[src/rtl/fifo_uart_tx.sv]
// FIFO-fed 8N1 UART transmitter: pops one byte per frame from a sync FIFO with
// 1-cycle read latency and shifts it out on tx, start bit first, data LSB-first.
module fifo_uart_tx #(
  parameter int CLKS_PER_BIT = 16,
  parameter int DATA_W       = 8
) (
  input  logic              clk,
  input  logic              rst,
  input  logic              enable,
  input  logic              fifo_empty,
  input  logic [DATA_W-1:0] fifo_data,
  output logic              fifo_rd_en,
  output logic              tx,
  output logic              busy,
  output logic              frame_done
);

  localparam int BAUD_W = (CLKS_PER_BIT > 1) ? $clog2(CLKS_PER_BIT) : 1;
  localparam logic [BAUD_W-1:0] BAUD_LAST = BAUD_W'(CLKS_PER_BIT - 1);
  localparam logic [2:0] BIT_LAST = 3'd7;

  typedef enum logic [2:0] {IDLE, FETCH, LOAD, START, DATA, STOP} state_t;

  state_t            state, state_nxt;
  logic [BAUD_W-1:0] baud_cnt, baud_nxt;
  logic [2:0]        bit_cnt, bit_nxt;
  logic [DATA_W-1:0] shreg, shreg_nxt;
  logic              rd_en_nxt, tx_nxt, busy_nxt, done_nxt;
  logic              baud_wrap, can_start;

  assign baud_wrap = (baud_cnt == BAUD_LAST);
  assign can_start = enable && !fifo_empty;

  always_ff @(posedge clk) begin
    if (rst) begin
      state      <= IDLE;
      baud_cnt   <= '0;
      bit_cnt    <= '0;
      shreg      <= '0;
      fifo_rd_en <= 1'b0;
      tx         <= 1'b1;
      busy       <= 1'b0;
      frame_done <= 1'b0;
    end else begin
      state      <= state_nxt;
      baud_cnt   <= baud_nxt;
      bit_cnt    <= bit_nxt;
      shreg      <= shreg_nxt;
      fifo_rd_en <= rd_en_nxt;
      tx         <= tx_nxt;
      busy       <= busy_nxt;
      frame_done <= done_nxt;
    end
  end

  // Outputs are decoded from the next state so the registered copies line up
  // with the state they describe rather than trailing it by a cycle.
  always_comb begin
    state_nxt = state;
    baud_nxt  = '0;
    bit_nxt   = bit_cnt;
    shreg_nxt = shreg;

    case (state)
      IDLE: begin
        bit_nxt = '0;
        if (can_start) state_nxt = FETCH;
      end
      FETCH: state_nxt = LOAD;
      LOAD: begin
        shreg_nxt = fifo_data;
        state_nxt = START;
      end
      START: begin
        baud_nxt = baud_wrap ? '0 : baud_cnt + 1'b1;
        if (baud_wrap) begin
          bit_nxt   = '0;
          state_nxt = DATA;
        end
      end
      DATA: begin
        baud_nxt = baud_wrap ? '0 : baud_cnt + 1'b1;
        if (baud_wrap) begin
          shreg_nxt = shreg >> 1;
          bit_nxt   = bit_cnt + 1'b1;
          if (bit_cnt == BIT_LAST) state_nxt = STOP;
        end
      end
      STOP: begin
        baud_nxt = baud_wrap ? '0 : baud_cnt + 1'b1;
        if (baud_wrap) state_nxt = can_start ? FETCH : IDLE;
      end
      default: state_nxt = IDLE;
    endcase

    rd_en_nxt = (state_nxt == FETCH);
    busy_nxt  = (state_nxt != IDLE);
    done_nxt  = (state_nxt == STOP) && (baud_nxt == BAUD_LAST);

    case (state_nxt)
      START:   tx_nxt = 1'b0;
      DATA:    tx_nxt = shreg_nxt[0];
      default: tx_nxt = 1'b1;
    endcase
  end

endmodule

[config.mk]
export PLATFORM = sky130hd
export DESIGN_NAME = fifo_uart_tx
export DESIGN_NICKNAME = d
export VERILOG_FILES = /design/src/rtl/fifo_uart_tx.sv
export SDC_FILE = /design/constraint.sdc
export NUM_CORES = 1
export LEC_CHECK = 0
export BUFFER_PORTS_ARGS = -buffer_cell sky130_fd_sc_hd__buf_2
export CORE_MARGIN = 10
export CORE_UTILIZATION = 50
export DETAILED_ROUTE_END_ITERATION = 8
export GPL_TIMING_DRIVEN = 0
export PLACE_DENSITY = 0.7
export REMOVE_ABC_BUFFERS = 1
export SKIP_LAST_GASP = 1
export SLEW_MARGIN = 20
export SYNTH_ARGS = -nofsm -noshare
export SYNTH_HDL_FRONTEND = slang
export SYNTH_SLANG_ARGS = --single-unit
[constraint.sdc]
create_clock -name clk -period 3.97 [get_ports clk]
set_input_delay 0.1985 -clock clk [delete_from_list [all_inputs] [get_ports clk]]
set_output_delay 0.1985 -clock clk [all_outputs]
set_load 0.05 [all_outputs]
**Yosys cells after proc, flatten, opt, wreduce, memory -nomap -nowiden**

Cells that the tools add are included.

- Register bits after elaboration: 22
- Bits in latches: 0
- Bits in writable memories: 0
- Memory bits (read-only): 0
- Bits of input ports: 12
- Output and inout port bits: 4
- Word-level logic and storage cells: 50
- Memories kept: 0

- Add/sub/neg operators: 2
- $mul: 0
- Div/mod/pow operators: 0
- Magnitude comparators: 0
- Equal/unequal tests: 14
- Shift operators: 0
- Mux-type cells: 15
- Bitwise logic cells: 0
- Reduce and logical (&&, ||, !) cells: 10

Operators by type and width:

| cell | number |
|---|---|
| 2-to-1 mux 3 bit | 7 |
| case mux 3 bit (6 select lines) | 1 |
| case mux 8 bit (2 select lines) | 1 |
| equality test 3 bit (second input constant) | 5 |
| equality test 3 x 2 -> 1 bit (second input constant) | 3 |
| case mux 3 bit (3 select lines) | 1 |
| equality test 4 bit (second input constant) | 2 |
| 2-to-1 mux 4 bit | 2 |
| 2-to-1 mux 8 bit | 1 |
| equality test 3 x 1 -> 1 bit (second input constant) | 2 |
| nonzero test 3 bit | 2 |
| adder 4 x 1 -> 4 bit (second input constant) | 1 |
| != test 2 bit (second input constant) | 2 |
| adder 3 x 1 -> 3 bit (second input constant) | 1 |
| logical NOT 3 bit | 1 |
| AND reduction 3 bit | 1 |
| OR reduction 3 bit | 1 |
| logical AND 1 bit | 2 |
| case mux 1 bit (2 select lines) | 1 |
| AND reduction 2 bit | 1 |
| nonzero test 2 bit | 1 |
| logical NOT 1 bit | 1 |
| 2-to-1 mux 1 bit | 1 |

**Logic depth before layout (Yosys ltp)**

- Word-level depth: 7
- Depth in mapped cells: 7
- Gate-level depth less buffers: 6

**Worst setup path before layout**

Ideal clock, no wire load.

- Path kind: register -> register
- From: reg baud_cnt[0]
- To: reg frame_done
- Setup time: 0.088 ns
- Arrival: 1.520 ns
- Required time: 3.882 ns
- Path slack: 2.362 ns
- Stages on the path, launching flop included: 8
- Path buffers: 1
- Period minus slack after synthesis: 1.608 ns
- Cell sequence: dfxtp_1 ha_1 and3_4 buf_8 a21oi_2 a311oi_2 nor2_2 nor4_2

- Longest elaborated chain between the ends: 5
- Elaborated cells between the ends (all ways): 11

Ends and longest elaborated chain:

| element | line | text |
|---|---|---|
| from (decl) | 25 | `logic [BAUD_W-1:0] baud_cnt, baud_nxt;` |
| from (signal assigned) | 46 | `baud_cnt <= baud_nxt;` |
| adder 4 x 1 -> 4 bit / equality test 4 bit (equally long branches) | n/a |  |
| 2-to-1 mux 4 bit (tied with other cells) | 75, 82, 90 |  |
| 2-to-1 mux 4 bit / case mux 3 bit (6 select lines) (equally long branches) | n/a |  |
| equality test 4 bit / equality test 3 bit (equally long branches) | 98 | `done_nxt = (state_nxt == STOP) && (baud_nxt == BAUD_LAST);` |
| logical AND 1 bit * | 98 |  |
| to (signal assigned) | 52 | `frame_done <= done_nxt;` |
| to (decl) | 15 | `output logic frame_done` |

Every way passes the cells marked *; elsewhere a longest branch is shown, timed or not.
A chain may end at the register's enable or synchronous reset.

**Final worst setup path**

- From: reg baud_cnt[0]
- To: reg tx

- Longest elaborated chain between the ends: 5
- Elaborated cells between the ends (all ways): 10

Ends and longest elaborated chain:

| element | line | text |
|---|---|---|
| equality test 4 bit * | 31 | `assign baud_wrap = (baud_cnt == BAUD_LAST);` |
| 2-to-1 mux 3 bit (on tied branches) | 91, 76, 83 |  |
| case mux 3 bit (6 select lines) | 64 | `case (state)` |
| equality test 3 bit / equality test 3 x 2 -> 1 bit (equally long branches) | 100 | `case (state_nxt)` |
| case mux 1 bit (2 select lines) * | 100 |  |
| to (signal assigned) | 50 | `tx <= tx_nxt;` |
| to (decl) | 13 | `output logic tx,` |

Every way passes the cells marked *; elsewhere a longest branch is shown, timed or not. The select of a mux whose other input is x is not followed.

==> results.md <==
* Outcome: finished, final reports clean
* CTS Buffer Depth at 2
* Synth Area in Compound Gates at 23.0%
* Slew Viols, Final at 0
* Pwr dens at about 420 nW/um^2
* Total Routing Usage GR at under 10%
* Initial antenna violation count at 0
* Slowest-stage cell, CP: nor3_2
* Worst Setup SP: baud_cnt[0]
* Routed wire length at 2.04 mm
* Post-route ant nets at 0
* Die Y at 64.9 um
* Max incr delay on CP at 0.48 ns
* # Max-Cap Violations at 0
* Diodes inserted at 0
* Post-synthesis sequential area ratio at about 44%
* Avg Cell Area, Syn at approximately 9.0 um^2
* Die footprint at around 4200 um^2
* Final period utilization at 49.9%
* CTS tree: built
* Synthesis-to-finish area growth at 12.3%
* TNS Setup at 0 ns
* CP bufs+invs at 0
* DRC viols at 0
* Ports at 16
* CTS root buffer: clkbuf_4
* Worst EP required at 4.16 ns
* Cell chain of the critical path: ha_1 -> nand3_1 -> nor3_2 -> nor2_1 -> a21oi_1 -> a31oi_1
* Yosys Warn Count at 0
* Peak VDD IR at between 0.2 and 0.25 mV
* Critical path peak fanout at 9
* Gr ovfl total at 0
* Pre-CTS setup slack at 2.03 ns
* Cell depth of the worst setup path at 6
* First-pass GRT wire length at 3.48 mm
* Vias at 858
* Synth Area in Simple Gates at 23.9%
* Final Critical Period at 1.98 ns
* Final WS setup at 1.99 ns
* Hold WC Path Type: input port to register
* Site row count at 16
* Least-Margin Pin Slew at 0.593 ns
* 1st-iter DRT viols at 31
* CP Launch Type: register
* Synth Area in Adders at under 10%
* Total CTS buffers at 3
* Drt wl/cell at 13.3 um
* R2R Path End: tx
* Fin. Hold Viols at 0
* Yosys reg bits at 22
* Mux contribution to synthesized area at 0%
* Placer Congestion at between 0.7 and 0.8
* Post-CTS Resized at 0
* Largest net degree at the start of global routing at 18
* Initial DRT Pass Iterations at 4
* Share of cells above drive strength 1 at 26.2%
* Largest family of logic cells by synthesized area: simple AND/OR/NAND/NOR gates
* Setup crit end kind: register
* Number of synthesized flops with an enable pin at 0
* Hold_buf cts at 0
* DP Wirelength at 1.52 mm
* Flop-to-flop setup slack at 1.99 ns
* Dominant synthesized flop cell: dfxtp_1
* Crit path to: tx
* Cell area after layout at around 1100 um^2
* Mapped Cells at 112
* Final nets at about 140
* Vias in the first global route at 857
* Crit path max-delay family: simple AND/OR/NAND/NOR gates
* Leakage at ~0.42 nW
* FFs w/ async S/R, synth at 0%
* Reg clk slew, reported paths at 0.13 ns
* Via/cell ratio at about 5.6
* Cell Area, Placed at 1080 um^2
* Synth Area in XOR/XNOR at less than 1%
* Clock Skew at between 0.008 and 0.009 ns
* H-tree depth at 1
* Setup violators final at 0
* RSZ-0062 raised after global routing: false
* Horiz. Die Dim at 64.9 um
* Port Buf Inserts at 15
* Starting Density at roughly half
* Placeable Area at 1940 um^2
* Clock sink count at 22
* Clk_lat worst skew at 0.31 ns
* Post-CTS setup buffers at 0
* FF-to-FF path depth at 6
* Netlist cell types at 39
* Critical Path AT at 2.17 ns
* WS Path Type: register to register
* Slew headroom at 60.3%
* Reg2reg start: baud_cnt[0]
* Cell area after synthesis at 1010 um^2
* F_max at 505 MHz
## power by group
part / switching, mW / total [mW] / leakage, nW / internal, mW
Clock: 0.0704 / 0.172 / 0.0279 / 0.102
Combinational: 0.0436 / 0.0660 / 0.217 / 0.0224
Sequential: 0.00886 / 0.241 / 0.179 / 0.232
## worst reg2reg max path: stages (launching register included)
cell,delay (ns)
dfxtp_1,0.39
ha_1,0.24
nand3_1,0.15
nor3_2,0.48
nor2_1,0.26
a21oi_1,0.25
a31oi_1,0.10
## registers in the layout (all words and copies together) (netlist names)
signal      flops
baud_cnt        4
bit_cnt         3
busy            1
fifo_rd_en      1
frame_done      1
shreg           8
state           3
tx              1
## synth_stat cells (2+ instances only)
master / count / area (um^2)
dfxtp_1: 22 / 440
nand2_1: 16 / 60.1
a21oi_1: 11 / 55.1
nor2_1: 9 / 33.8
a22oi_1: 6 / 45.0
o21ai_0: 5 / 25.0
ha_1: 3 / 37.5
inv_1: 3 / 11.3
a221oi_1: 2 / 17.5
buf_4: 2 / 15.0
clkbuf_1: 2 / 7.51
nand3_1: 2 / 10.0
nor3_1: 2 / 10.0
nor3_2: 2 / 20.0
## through the flow
step	power (mW)	util, %	hold slack, ns	instances
CTS	0.482	58.3	0.114	153
global route	0.499	58.3	0.144	153
detailed placement	0.312	55.6	0.453	149
finish	0.480	58.3	0.118	153
floorplan	0.291	-	0.268	107
global placement	0.310	55.6	0.441	149
## logic make-up (layout without fill, tap and decap cells)
group,Yosys count,after routing
XOR/XNOR,1,1
flip-flops,22,22
AO/OA/AOI/OAI,34,34
AND/OR/NAND/NOR,44,44
buffers and inverters,8,22
adder cells (fa/ha/maj),3,3
## per-layer routing
layer / track usage (%) / routed length (um) / part of all wire [%] / up-vias
li1: - / - / - / 429
met3: 2.92 / 79 / 3.9 / 0
met5: 0 / 0 / 0 / -
met4: 4.55 / 0 / 0 / 0
met1: 11.0 / 961 / 47 / 406
met2: 16.4 / 999 / 49 / 23
## area by class of cell
| type | instances | area [um^2] |
|---|---|---|
| Fill cell | 173 | 810 |
| Timing Repair Buffer | 15 | 75.1 |
| Tap cell | 27 | 33.8 |
| Clock inverter | 1 | 30.0 |
| Multi-Input combinational cell | 82 | 519 |
| Inverter | 3 | 11.3 |
| Clock buffer | 3 | 22.5 |
| Sequential cell | 22 | 440 |
## cell usage in the layout, fill, tap and decap left out, types with 2 or more instances in the layout
master / synthesis / final
a21oi_1: 11 / 11
a221oi_1: 2 / 2
a22oi_1: 6 / 6
buf_2: 0 / 15
clkbuf_4: 0 / 3
dfxtp_1: 22 / 22
ha_1: 3 / 3
inv_1: 3 / 3
nand2_1: 16 / 16
nand3_1: 2 / 2
nor2_1: 9 / 9
nor3_1: 2 / 2
nor3_2: 2 / 2
o21ai_0: 5 / 5
## how the worst min path moves through the flow
stage | slack, ns | start | depth (start not counted) | end
floorplan | 0.27 | rst | 1 | shreg[1]
global placement | 0.44 | fifo_data[7] | 3 | shreg[7]
detailed placement | 0.45 | shreg[5] | 2 | shreg[5]
CTS | 0.11 | fifo_data[7] | 3 | shreg[7]
global route | 0.14 | fifo_data[7] | 3 | shreg[7]
finish | 0.12 | fifo_data[7] | 3 | shreg[7]
Power figures use the tool's default switching activity.
